--- src/rtl/ipsxe_fft_frame_sched.sv ---
// rtl/ipsxe_fft_frame_sched.sv - round-robin frame scheduler feeding one FFT core from NUM_CH sources
//
// Ports:
//   i_clk, srstn            clock, asynchronous active-low reset
//   i_aclken                clock enable qualifying every state update
//   i_req_tvalid/tdata/tlast/dir, o_req_tready   per-channel sample streams
//   o_fft_tvalid/tdata/tlast, i_fft_tready       core xn stream
//   o_cfg_tvalid/tdata                           core cfg stream (direction, one beat per frame)
//   i_xk_tvalid/tlast, o_xk_ch                   core output frame boundary and owning channel
//   o_frm_err, i_err_clr                         sticky length/underflow error and its clear
//   o_busy                                       frame in flight or output frames outstanding
module ipsxe_fft_frame_sched #(
    parameter int NUM_CH       = 2,
    parameter int CH_W         = 1,
    parameter int DW           = 32,
    parameter int LOG2_FFT_LEN = 11,
    parameter int MAX_OUT      = 4
) (
    input  logic                 i_clk,
    input  logic                 srstn,
    input  logic                 i_aclken,
    input  logic [NUM_CH-1:0]    i_req_tvalid,
    input  logic [NUM_CH*DW-1:0] i_req_tdata,
    input  logic [NUM_CH-1:0]    i_req_tlast,
    input  logic [NUM_CH-1:0]    i_req_dir,
    output logic [NUM_CH-1:0]    o_req_tready,
    output logic                 o_fft_tvalid,
    output logic [DW-1:0]        o_fft_tdata,
    output logic                 o_fft_tlast,
    input  logic                 i_fft_tready,
    output logic                 o_cfg_tvalid,
    output logic                 o_cfg_tdata,
    input  logic                 i_xk_tvalid,
    input  logic                 i_xk_tlast,
    output logic [CH_W-1:0]      o_xk_ch,
    output logic                 o_frm_err,
    input  logic                 i_err_clr,
    output logic                 o_busy
);

    localparam int PW = (MAX_OUT > 1) ? $clog2(MAX_OUT) : 1;
    localparam logic [LOG2_FFT_LEN-1:0] LAST_BEAT = '1;
    localparam logic [PW:0] FULL_CNT = (PW+1)'(MAX_OUT);

    typedef enum logic [1:0] {
        S_IDLE = 2'd0,
        S_CFG  = 2'd1,
        S_DATA = 2'd2
    } state_t;

    state_t                  state, state_nxt;
    logic [CH_W-1:0]         gnt_ch;
    logic                    gnt_dir;
    logic [CH_W-1:0]         rr_ptr;
    logic [LOG2_FFT_LEN-1:0] cnt;

    logic [CH_W-1:0]         tag_mem [MAX_OUT];
    logic [PW-1:0]           wr_ptr, rd_ptr;
    logic [PW:0]             tag_cnt;
    logic [CH_W-1:0]         xk_ch_q;
    logic                    err_q;

    logic [CH_W-1:0]         pick_ch, cand;
    logic                    pick_vld;
    logic                    grant, beat_acc, beat_last, len_err;
    logic                    pop_req, pop_ok, err_set;
    logic [PW:0]             tag_cnt_nxt, tag_remain;
    logic [PW-1:0]           rd_nxt;
    logic [CH_W-1:0]         head_nxt;

    // First requesting channel strictly after the last granted one.
    always_comb begin
        pick_vld = 1'b0;
        pick_ch  = '0;
        cand     = '0;
        for (int i = 1; i <= NUM_CH; i++) begin
            cand = CH_W'((int'(rr_ptr) + i) % NUM_CH);
            if (!pick_vld && i_req_tvalid[cand]) begin
                pick_vld = 1'b1;
                pick_ch  = cand;
            end
        end
    end

    assign grant     = (state == S_IDLE) && pick_vld && (tag_cnt != FULL_CNT) && i_aclken;
    assign beat_last = (cnt == LAST_BEAT);
    assign beat_acc  = (state == S_DATA) && i_req_tvalid[gnt_ch] && i_fft_tready && i_aclken;
    // Early tlast and missing final tlast are both length errors; the frame length is fixed.
    assign len_err   = beat_acc && (beat_last ? !i_req_tlast[gnt_ch] : i_req_tlast[gnt_ch]);

    assign pop_req   = i_xk_tvalid && i_xk_tlast;
    assign pop_ok    = pop_req && (tag_cnt != '0);
    assign err_set   = i_aclken && (len_err || (pop_req && (tag_cnt == '0)));

    assign tag_cnt_nxt = tag_cnt + (PW+1)'(grant) - (PW+1)'(pop_ok);
    assign tag_remain  = tag_cnt - (PW+1)'(pop_ok);
    assign rd_nxt      = rd_ptr + PW'(pop_ok);

    // Registered head: when the only surviving entry is the one being pushed,
    // it is not in tag_mem yet, so take it straight from the arbiter.
    always_comb begin
        head_nxt = '0;
        if (tag_cnt_nxt == '0) begin
            head_nxt = '0;
        end else if (tag_remain == '0) begin
            head_nxt = pick_ch;
        end else begin
            head_nxt = tag_mem[rd_nxt];
        end
    end

    always_ff @(posedge i_clk or negedge srstn) begin
        if (!srstn) begin
            state <= S_IDLE;
        end else if (i_aclken) begin
            state <= state_nxt;
        end
    end

    always_comb begin
        state_nxt    = state;
        o_cfg_tvalid = 1'b0;
        o_cfg_tdata  = 1'b0;
        o_fft_tvalid = 1'b0;
        o_fft_tdata  = '0;
        o_fft_tlast  = 1'b0;
        o_req_tready = '0;
        case (state)
            S_IDLE: begin
                if (grant) begin
                    state_nxt = S_CFG;
                end
            end
            S_CFG: begin
                o_cfg_tvalid = 1'b1;
                o_cfg_tdata  = gnt_dir;
                state_nxt    = S_DATA;
            end
            S_DATA: begin
                o_fft_tvalid         = i_req_tvalid[gnt_ch];
                o_fft_tdata          = i_req_tdata[int'(gnt_ch)*DW +: DW];
                o_fft_tlast          = i_req_tlast[gnt_ch] || beat_last;
                o_req_tready[gnt_ch] = i_fft_tready;
                if (beat_acc && beat_last) begin
                    state_nxt = S_IDLE;
                end
            end
            default: begin
                state_nxt = S_IDLE;
            end
        endcase
    end

    always_ff @(posedge i_clk or negedge srstn) begin
        if (!srstn) begin
            gnt_ch  <= '0;
            gnt_dir <= 1'b0;
            rr_ptr  <= CH_W'(NUM_CH - 1);
            cnt     <= '0;
            wr_ptr  <= '0;
            rd_ptr  <= '0;
            tag_cnt <= '0;
            xk_ch_q <= '0;
            err_q   <= 1'b0;
            for (int i = 0; i < MAX_OUT; i++) begin
                tag_mem[i] <= '0;
            end
        end else if (i_aclken) begin
            if (grant) begin
                gnt_ch          <= pick_ch;
                gnt_dir         <= i_req_dir[pick_ch];
                rr_ptr          <= pick_ch;
                tag_mem[wr_ptr] <= pick_ch;
                wr_ptr          <= wr_ptr + PW'(1);
            end
            if (beat_acc) begin
                cnt <= beat_last ? '0 : cnt + LOG2_FFT_LEN'(1);
            end
            rd_ptr  <= rd_nxt;
            tag_cnt <= tag_cnt_nxt;
            xk_ch_q <= head_nxt;
            if (err_set) begin
                err_q <= 1'b1;
            end else if (i_err_clr) begin
                err_q <= 1'b0;
            end
        end
    end

    assign o_xk_ch   = xk_ch_q;
    assign o_frm_err = err_q;
    assign o_busy    = (state != S_IDLE) || (tag_cnt != '0);

endmodule
--- config.mk ---
export PLATFORM = sky130hd
export DESIGN_NAME = ipsxe_fft_frame_sched
export DESIGN_NICKNAME = d
export VERILOG_FILES = /design/src/rtl/ipsxe_fft_frame_sched.sv
export SDC_FILE = /design/constraint.sdc
export NUM_CORES = 1
export LEC_CHECK = 0
export BUFFER_PORTS_ARGS = -buffer_cell sky130_fd_sc_hd__buf_2
export CORE_ASPECT_RATIO = 1.75
export CORE_MARGIN = 2
export CORE_UTILIZATION = 41
export CTS_BUF_LIST = sky130_fd_sc_hd__clkbuf_8
export DETAILED_ROUTE_END_ITERATION = 10
export PLACE_DENSITY = 0.88
export SYNTH_ARGS = -nofsm -noshare
export SYNTH_HDL_FRONTEND = slang
export SYNTH_SLANG_ARGS = --single-unit
--- constraint.sdc ---
create_clock -name i_clk -period 2.6 [get_ports i_clk]
set_clock_uncertainty 0.05 [all_clocks]
set_input_delay 0.52 -clock i_clk [delete_from_list [all_inputs] [get_ports i_clk]]
set_output_delay 0.52 -clock i_clk [all_outputs]
set_load 0.1 [all_outputs]
==> flow_metrics.tcl <==
set metrics [dict create \
    status "finished, final reports clean" \
    synthCells 229 \
    routed-via-count 2197 \
    min_period_ns 2.58 \
    dieArea_sq_um 5720 \
    synth_warnings 0 \
    grtUsageTotal 0.244 \
    avgSynthCellArea_sq_um 9.15 \
    syn-num-nets 317 \
    rows 34 \
    synth-main-ff-cell "dfrtp_1" \
    crit_family "adder cells" \
    slowest_delay_ns 0.42 \
    worst_skew_pair.late_latency_ns 0.29 \
    synth_area_sq_um 2090 \
    place.gp.congestion 0.858 \
    synth-edff-count 0 \
    async_flop_share 1.00 \
    rr_startpoint "tag_cnt[0]" \
    numCtsBuffers 5 \
    via_per_inst 5.41 \
    root_buffer "clkbuf_8" \
    crit_path_top_delay_cell "dfrtp_1" \
    hold_class "in2async" \
    wl_um 6920 \
    cts_tree "built" \
    critPathArrivalTime_ns 2.71 \
    wl_per_cell_um 17.0 \
    coreArea_sq_um 4930 \
    drtIter0Drc 65 \
    grt_max_degree 34 \
    ys_top_cells_by_area "dfrtp_1 (33%), mux2i_1 (17%), nor2_1 (7.0%)" \
    startpoint "tag_cnt[0]" \
    final_cell_mix "buf_2 (83), mux2i_1 (36), buf_12 (35)" \
    final_nets 439 \
    synth_cell_types 43 \
    worst_pin_slew_ns 0.641 \
    min_period_over_period 0.992 \
    overflow 0 \
    synth_top_cell_area_share 0.335 \
    drt_first_pass_iters 4 \
    grt_pass1_vias 2266 \
    final_common_cell "buf_2" \
    die_x_um 58.0 \
    critPathBufInv 3 \
    drc 0 \
    diodes 0 \
    io_buffers 117 \
    drv_cap 0 \
    fmax_mhz 388 \
    htreeDepth 2 \
    dp_hpwl_um 5490 \
    crit_path_frequent_cell "inv_1" \
    synth_seq_cells 29 \
    cts_sinks 29 \
    maxSlewViolCount 0 \
    cp-end-kind "flip-flop" \
    start_util 0.424 \
    grt_pass1_wl_um 10600 \
    path_cells "or3b_1, o2111a_2, inv_4, ha_4, inv_1, ha_1, inv_1, fa_2, xor2_2, xor2_1, o21ai_1, o22ai_1" \
    n_fill_cell 357 \
    path_clk_slew_ns 0.07 \
    cp_max_fo 6 \
    ys_seq_area_frac 0.347 \
    finalHoldViolCount 0 \
    grt_antenna_before_repair 0 \
    die_h_um 98.6 \
    slew-limit-headroom 0.572 \
    area_delta_synth_final_pct 65.1 \
    yosysTopAreaCell "dfrtp_1" \
    post-place-cells 396 \
    setup_viol 0 \
    required_ns 2.73 \
    rsz0062_at_grt "yes" \
    io_pins 118 \
    crit_type "reg2reg" \
    start_kind "flip-flop" \
    layout-drive-gt1-share 0.474 \
    fin_cells 406 \
    antenna_left 0 \
    cts_max_path_buffers 2 \
]
-- worst register-to-register path, cell delays in order (launching register included) --
cell and delay, ns:
dfrtp_1 0.42, or3b_1 0.39, o2111a_2 0.19, inv_4 0.10, ha_4 0.20, inv_1 0.05, ha_1 0.13, inv_1 0.05
fa_2 0.36, xor2_2 0.17, xor2_1 0.15, o21ai_1 0.14, o22ai_1 0.08
-- cells in the mapped netlist, types with 2 or more instances --
cell      instances
nor2_1           39
mux2i_1          36
dfrtp_1          28
nand2_1          22
ha_1             10
inv_1            10
o21ai_0           9
clkbuf_1          7
xnor2_1           6
xor2_1            6
a22o_1            5
nand4_1           5
a21o_1            3
a21oi_1           3
and4_1            3
nand3_1           3
a31oi_1           2
and2_1            2
and3_1            2
buf_2             2
buf_6             2
nand2b_1          2
nor3_1            2
-- kinds of logic (layout without fill, tap and decap cells) --
group,count (synthesis),after routing,share of synthesized area
AO/OA/AOI/OAI,28,28,0.0914
multiplexers,39,39,0.195
buffers and inverters,22,145,0.0478
XOR/XNOR,12,12,0.0502
AND/OR/NAND/NOR,88,88,0.199
flip-flops,29,29,0.347
adder cells (fa/ha/maj),11,11,0.0693
-- sequential cells by signal, indices dropped and copies added (netlist names), 2 cells and up --
register / flops
cnt: 11
tag_mem: 4
wr_ptr: 2
rd_ptr: 2
state: 2
tag_cnt: 3
-- path summary, 6_finish.rpt --
path | slack, ns | endpoint | depth (start not counted)
setup / recovery | 0.02 | o_xk_ch | 12
hold / removal | 0.19 | tag_mem[0] | 1
setup reg to reg | 0.02 | o_xk_ch | 12
hold reg to reg | 0.43 | cnt[9] | 1
max in group asynchronous | 1.85 | gnt_ch | 1
min in group i_clk | 0.43 | cnt[9] | 1
-- layer usage --
| layer | wire length [um] | GRT usage |
|---|---|---|
| met3 | 748 | 0.0774 |
| met5 | 0 | 0 |
| met1 | 2430 | 0.247 |
| met4 | 157 | 0.102 |
| met2 | 3580 | 0.445 |
-- final cells by class --
class / instances / area (sq um) / area share
clock buffer: 6 / 82.6 / 0.0239
multi-input combinational: 178 / 1350 / 0.390
tap: 54 / 67.6 / 0.0195
clock inverter: 2 / 7.51 / 0.00217
timing repair buffer: 127 / 1180 / 0.342
sequential: 29 / 728 / 0.211
inverter: 10 / 40.0 / 0.0116
-- metrics by stage --
stage	setup WS (ns)	util	hold WS [ns]	setup TNS [ns]	instance area [sq um]
after floorplan	-0.123	-	0.174	-1.35	2160
after global placement	0.134	0.674	0.414	0	3330
after detailed placement	0.0151	0.674	0.426	0	3330
after CTS	0.00997	0.692	0.210	0	3420
after global routing	-0.0596	0.701	0.243	-0.0596	3460
final	0.0203	0.701	0.194	0	3460
-- what timing repair did --
action	in CTS	in global routing
hold buffers	0	0
gates resized for setup	0	4
endpoints found under the setup margin	0	2
setup buffers	0	2
Power is not shown: default switching activity piles up to over one toggle a cycle in this logic, so the estimate is an artifact.
